<file path="config.mk">
export PLATFORM = sky130hd
export DESIGN_NAME = stepdir_velocity_ramp
export DESIGN_NICKNAME = d
export VERILOG_FILES = /design/src/rtl/stepdir_ramp_pkg.sv /design/src/rtl/ramp_tick_div.sv /design/src/rtl/stepdir_velocity_ramp.sv
export SDC_FILE = /design/constraint.sdc
export NUM_CORES = 1
export LEC_CHECK = 0
export BUFFER_PORTS_ARGS = -buffer_cell sky130_fd_sc_hd__buf_4
export CORE_MARGIN = 3
export CORE_UTILIZATION = 40
export CTS_CLUSTER_SIZE = 12
export DETAILED_ROUTE_END_ITERATION = 10
export GPL_TIMING_DRIVEN = 1
export REMOVE_ABC_BUFFERS = 1
export SYNTH_ARGS = -nofsm -noshare
export SYNTH_HDL_FRONTEND = slang
export SYNTH_SLANG_ARGS = --single-unit
</file>
<file path="constraint.sdc">
create_clock -name clk -period 7.11 [get_ports clk]
set_clock_uncertainty 0.1 [all_clocks]
set_input_delay 0.711 -clock clk [delete_from_list [all_inputs] [get_ports clk]]
set_output_delay 0.711 -clock clk [all_outputs]
set_load 0.01 [all_outputs]
</file>
<file path="src/rtl/stepdir_ramp_pkg.sv">
// Shared types and helpers for the step/dir velocity ramp and its tick divider.
// Latency: n/a (types and constant functions only).
// Backpressure: n/a.
package stepdir_ramp_pkg;

    typedef enum logic [1:0] {
        IDLE     = 2'd0,
        RUN      = 2'd1,
        STOPPING = 2'd2
    } ramp_state_t;

    // Counter width for a 0..div-1 counter; never narrower than one bit.
    function automatic int unsigned tick_cnt_width(input int unsigned div);
        return (div <= 1) ? 1 : $clog2(div);
    endfunction

endpackage

</file>
<file path="src/rtl/ramp_tick_div.sv">
// Free-running divider: one-cycle tick every UPDATE_DIV clocks (every clock when UPDATE_DIV=1).
// Latency: first tick UPDATE_DIV cycles after reset release.
// Backpressure: none; the tick is a pure strobe.
module ramp_tick_div
    import stepdir_ramp_pkg::*;
#(
    parameter int unsigned UPDATE_DIV = 27000
) (
    input  logic clk,
    input  logic rst,
    output logic tick
);

    localparam int unsigned    CW   = tick_cnt_width(UPDATE_DIV);
    localparam logic [CW-1:0]  LAST = CW'(UPDATE_DIV - 1);

    logic [CW-1:0] cnt;

    assign tick = (cnt == LAST);

    // Count 0..UPDATE_DIV-1 and wrap; the tick marks the wrapping cycle.
    always_ff @(posedge clk or posedge rst) begin
        if (rst) begin
            cnt <= '0;
        end else if (tick) begin
            cnt <= '0;
        end else begin
            cnt <= cnt + CW'(1);
        end
    end

endmodule

</file>
<file path="src/rtl/stepdir_velocity_ramp.sv">
// Rate-limits the host velocity setpoint/enable before it reaches the step generator.
// Latency: a latched target moves velocity on the first tick after the sync (<= UPDATE_DIV+1 clocks).
// Backpressure: none; inputs are sampled on sync, outputs are levels.
module stepdir_velocity_ramp
    import stepdir_ramp_pkg::*;
#(
    parameter int unsigned      WIDTH      = 32,
    parameter int unsigned      UPDATE_DIV = 27000,
    parameter logic [WIDTH-1:0] ACCEL      = WIDTH'(2000),
    parameter logic [WIDTH-1:0] ERR_ACCEL  = WIDTH'(20000)
) (
    input  logic                    clk,
    input  logic                    rst,
    input  logic signed [WIDTH-1:0] target,
    input  logic                    enable,
    input  logic                    error,
    input  logic                    sync,
    output logic signed [WIDTH-1:0] velocity,
    output logic                    en_out,
    output logic                    at_target,
    output logic                    ramping
);

    logic signed [WIDTH-1:0] tgt_l;
    logic                    en_l;
    logic                    error_q;
    logic                    tick;
    ramp_state_t             state;

    logic                    run_ok;
    logic signed [WIDTH-1:0] eff;
    logic        [WIDTH-1:0] lim;
    logic signed [WIDTH:0]   diff;
    logic        [WIDTH:0]   diff_mag;
    logic signed [WIDTH-1:0] vel_step;

    ramp_tick_div #(
        .UPDATE_DIV (UPDATE_DIV)
    ) u_tick (
        .clk  (clk),
        .rst  (rst),
        .tick (tick)
    );

    // Error forces the effective target to zero and widens the per-tick step.
    assign run_ok = en_l & ~error;
    assign eff    = run_ok ? tgt_l : '0;
    assign lim    = error ? ERR_ACCEL : ACCEL;

    // One extra bit keeps eff - velocity exact even across the full signed range.
    assign diff     = {eff[WIDTH-1], eff} - {velocity[WIDTH-1], velocity};
    assign diff_mag = diff[WIDTH] ? (~diff + {{WIDTH{1'b0}}, 1'b1}) : diff;

    // Land exactly when within one step, otherwise move one step toward eff (never past it).
    always_comb begin
        vel_step = velocity;
        if (diff_mag <= {1'b0, lim}) begin
            vel_step = eff;
        end else if (diff[WIDTH]) begin
            vel_step = velocity - $signed(lim);
        end else begin
            vel_step = velocity + $signed(lim);
        end
    end

    // Host frame latch; a rising error drops the held enable so clearing error alone never restarts
    // motion, while a sync during error re-arms it for when error clears.
    always_ff @(posedge clk or posedge rst) begin
        if (rst) begin
            tgt_l   <= '0;
            en_l    <= 1'b0;
            error_q <= 1'b0;
        end else begin
            error_q <= error;
            if (sync) begin
                tgt_l <= target;
                en_l  <= enable;
            end else if (error && !error_q) begin
                en_l <= 1'b0;
            end
        end
    end

    // Velocity only moves on update ticks. In IDLE eff is zero unless the axis is leaving IDLE
    // on this same edge, so velocity is held at zero there.
    always_ff @(posedge clk or posedge rst) begin
        if (rst) begin
            velocity <= '0;
        end else if (tick) begin
            velocity <= vel_step;
        end
    end

    // Axis state; en_out follows state transitions only, so it drops after velocity has reached zero.
    always_ff @(posedge clk or posedge rst) begin
        if (rst) begin
            state  <= IDLE;
            en_out <= 1'b0;
        end else begin
            case (state)
                IDLE: begin
                    if (run_ok) begin
                        state  <= RUN;
                        en_out <= 1'b1;
                    end
                end
                RUN: begin
                    if (!run_ok) begin
                        state <= STOPPING;
                    end
                end
                STOPPING: begin
                    if (run_ok) begin
                        state <= RUN;
                    end else if (velocity == '0) begin
                        state  <= IDLE;
                        en_out <= 1'b0;
                    end
                end
                default: begin
                    state  <= IDLE;
                    en_out <= 1'b0;
                end
            endcase
        end
    end

    assign at_target = (velocity == eff);
    assign ramping   = ~at_target;

endmodule

</file>
==> results.txt <==
The floorplan has 51 rows. The post-synthesis share of cell area spent on and, or, nand and nor gates is 0.239. Summed over all instances, the cell type with the most area after synthesis is sky130_fd_sc_hd__dfrtp_1. The detailed-route via count came out at approximately 7,800. The total of fill cells in the finished design came out at ~2,000. The mean instance size in the synthesized netlist is ~8.2 um^2. The maximum vdd ir drop came out at 0.150 mV. The total of warnings raised by yosys is 0. Among all stages on the critical path, the largest delay is contributed by sky130_fd_sc_hd__nor2b_1. The shortest clock period the worst path allows after layout came out at 6310 ps.

The total CTS buffers came out at 9. The area share of the largest cell type after synthesis is 0.254. The worst setup path is of the in2reg kind. The setup slack of the most critical reg-to-reg path came out at 920 ps. The quantity of hold-fixing buffers added after cts is 0. The arrival time of data at the critical path endpoint came out at between 6000 and 7000 ps. Among all cell types in the netlist, the one instantiated most often is sky130_fd_sc_hd__dfrtp_1. The global routing usage summed across all routing layers came out at 0.219.

The largest net degree at the start of global routing is 60. In the synthesized netlist, the cells that appear most often are sky130_fd_sc_hd__dfrtp_1, sky130_fd_sc_hd__nor2_1, sky130_fd_sc_hd__nand2_1, sky130_fd_sc_hd__ha_1, sky130_fd_sc_hd__inv_1. In the final layout, the share of cells above drive strength 1 is 0.148. The first-pass iteration count of the detailed router came out at 6. The total power per unit cell area came out at about 140 nW/um^2. The worst path meets setup with roughly 800 ps of slack. The portion of synthesized area spent on multiplexers is 0.0514. The initial standard-cell utilization of the core came out at 0.416.

The net count of the finished layout is 1,174. The final setup violation count came out at 0. On the final layout, the worst hold slack is 302 ps. In the final layout, the multi-input gates occupy roughly 5800 um^2. The flow ran to the end, and the final reports show no timing, DRC or antenna violations. The post-detailed-route via-to-cell ratio came out at 5.80. Sorting the synthesized cells by area gives the leading types as sky130_fd_sc_hd__dfrtp_1, sky130_fd_sc_hd__ha_1, sky130_fd_sc_hd__xnor2_1.

The number of failing hold endpoints at the final stage came out at 0. The accumulated negative setup slack came out at 0 ps. The tool flagged a number of max-cap violations equal to 0. The worst slew slack as a fraction of its limit came out at 0.527. The die is 150 um tall. The post-route DRC violation count is 0. The clock sink count is 84. Once detail routing completed, the nets flagged for antenna violations numbered 0. In this run, synthesis produced a sequential element count of 84. The largest family of logic cells by synthesized area is simple AND/OR/NAND/NOR gates. At the end of routability-driven placement, the weighted congestion stood at 0.932. Derived from the worst setup path, the maximum achievable clock frequency is 0.159 GHz. The max-slew violation count was 0. The per-cell routed wire length is approximately 18 um.

The iteration-0 DRC count of the detailed router came out at between 500 and 600. The clock insertion delay at the later pin of the skew report is approximately 340 ps. Of the total power, the share spent switching nets is 0.309. The worst setup path is captured at a flop. Port buffering added 71 buffers. The proportion of power drawn by the clock network is 0.354. The minimum setup slack after placement is between 500 and 600 ps.

The adder-cell share of the synthesized area is 0.107. The wire length of the first global-routing pass came out at about 40,000 um. The CTS tree is done. CTS placed an instance of sky130_fd_sc_hd__clkbuf_16 at the clock tree root. Of the total power, registers draw 0.381. The path class of the tightest hold or removal check is in2async. The half-perimeter wire length of the detailed placement result is roughly 19,000 um. From left edge to right edge, the die measures 150 um. In this run the cell area of the synthesized design comes to between 8000 and 9000 um^2. The area growth from synthesis to layout is 13.7%.

The design area is 9410 um^2. The placed instances occupy a cell area of around 9100 um^2. Once the clock tree was built, the resizer swapped 0 gates to a different size. The analysis attributes to net switching a power of 0.414 mW. The most used flip-flop cell after synthesis is sky130_fd_sc_hd__dfrtp_1. The utilization after layout is 0.473. The part of the cycle the worst path needs came out at 0.887. During I/O placement, the number of pins put on the boundary was 72. The proportion of synthesized flip-flops having asynchronous set or reset came out at 1.00. The largest fanout on the critical path came out at 24. STA classifies the critical path startpoint as an input pin. The count of H-tree levels built during CTS is 3. The data required time of the worst path is roughly 7200 ps.

The synthesized-area fraction occupied by xor and xnor cells came out at 0.0686. The number of cells on the worst reg-to-reg path is 24. The total instance count after detailed placement is between 1,000 and 1,500.

The number of antenna diodes came out at 0. For this design the static power due to leakage is roughly 4.2 nW. The final cell count without fillers came out at 1,336. The final layout contains routed wiring with a total length of ~24,000 um. Setup repair after global routing left no endpoint under its margin. The distinct cell type count of the synthesized netlist came out at 83.

The initial antenna violation count is 0. The cell-internal power came out at between 0.9 and 1 mW. The gate count after technology mapping is 1,012.

After clock tree synthesis, the clock-pin slew on the worst setup and hold paths is about 60 ps. The highest cell delay on the worst timing path is between 300 and 400 ps. The compound-cell area share of the yosys netlist came out at 0.227.

The via count of the first global-routing pass came out at 7,407. The combinational power share is 0.264. The area occupied by registers came out at 2100 um^2. The leftover overflow at the end of global routing is 0. The overall power after layout is roughly 1.3 mW. The most numerous cell type found on the critical path is sky130_fd_sc_hd__ha_1.

The buffers inserted during post-CTS setup optimization came out at 0. The portion of the post-synthesis area used by sequential elements came out at 0.254. The clock passes through at most 2 buffers. The die covers about 22,000 um^2. The area inside the core boundary came out at 19,900 um^2. The number of enable flip-flop cells after synthesis came out at 0.

For the pin with the worst max-slew slack, the measured transition is 710 ps.
[cell type report]
type / count / area share
Clock inverter: 4 / 0.00519
Tap cell: 265 / 0.0352
Inverter: 63 / 0.0253
Clock buffer: 11 / 0.0258
Timing Repair Buffer: 90 / 0.0731
Sequential cell: 84 / 0.223
Multi-Input combinational cell: 819 / 0.612
[power groups by stage]
stage          registers (mW)  logic [mW]  clock network [mW]
2_1_floorplan           0.514       0.246                   0
3_3_place_gp            0.520       0.349                   0
3_5_place_dp            0.519       0.350                   0
4_1_cts                 0.510       0.353               0.486
5_1_grt                 0.513       0.394               0.505
6_report                0.511       0.354               0.474
[state kept, by name, summed over array words and instances, names as in the netlist]
name	count
en_out	1
velocity	32
u_tick.cnt	15
error_q	1
en_l	1
state	2
tgt_l	32
[cell families after synthesis]
group,after synthesis
simple gates,376
compound gates,270
buf+inv,109
flops,84
fa+ha+maj,70
xor+xnor,64
mux,39
[placed cells by master, fill, tap and decap left out, types with 6 or more instances in the layout]
cell type,netlist,routed
sky130_fd_sc_hd__clkbuf_16,0,9
sky130_fd_sc_hd__nand2_1,78,78
sky130_fd_sc_hd__or3_1,10,10
sky130_fd_sc_hd__ha_1,69,69
sky130_fd_sc_hd__buf_4,0,89
sky130_fd_sc_hd__or2_2,7,7
sky130_fd_sc_hd__o31ai_1,7,7
sky130_fd_sc_hd__nand4_1,37,37
sky130_fd_sc_hd__and4_1,6,6
sky130_fd_sc_hd__inv_1,63,62
sky130_fd_sc_hd__o21ai_0,48,48
sky130_fd_sc_hd__nor2_1,83,83
sky130_fd_sc_hd__a21oi_1,61,60
sky130_fd_sc_hd__o211ai_1,41,41
sky130_fd_sc_hd__a31oi_1,8,8
sky130_fd_sc_hd__a211o_1,7,7
sky130_fd_sc_hd__and3_1,12,11
sky130_fd_sc_hd__nor2b_1,12,12
sky130_fd_sc_hd__mux2i_1,11,11
sky130_fd_sc_hd__nand3_1,27,27
sky130_fd_sc_hd__nand2b_1,9,9
sky130_fd_sc_hd__o221ai_1,8,8
sky130_fd_sc_hd__mux2_2,26,26
sky130_fd_sc_hd__o21a_1,9,9
sky130_fd_sc_hd__xnor2_1,37,37
sky130_fd_sc_hd__and2_1,34,34
sky130_fd_sc_hd__nor3_1,27,27
sky130_fd_sc_hd__dfrtp_1,84,84
sky130_fd_sc_hd__xor2_1,26,26
sky130_fd_sc_hd__nor4_1,13,13
sky130_fd_sc_hd__a21o_1,17,17
[critical path: cells and delay by family]
kind,cells,cell delay (ps)
adders and majority gates,3,790
AOI/OAI and AO/OA,12,2860
xor gates and xnor gates,1,200
buffers and inverters,3,700
and+or+nand+nor,6,1180
[path summary, 6_finish.rpt]
kind	startpoint	end
worst min-delay path	rst	u_tick.cnt[10]
min in group clk	u_tick.cnt[0]	u_tick.cnt[0]
max in group asynchronous	rst	velocity[30]
worst min register to register	u_tick.cnt[0]	u_tick.cnt[0]
worst max-delay path	error	velocity[31]
worst max register to register	en_l	velocity[31]
[layer usage]
layer,wire length (um),vias to the layer above,track usage
met5,0,-,0
met4,281,0,0.0471
met3,942,16,0.0224
met2,10800,169,0.337
met1,12200,3738,0.330
li1,-,3828,-
Power figures use the tool's default switching activity.
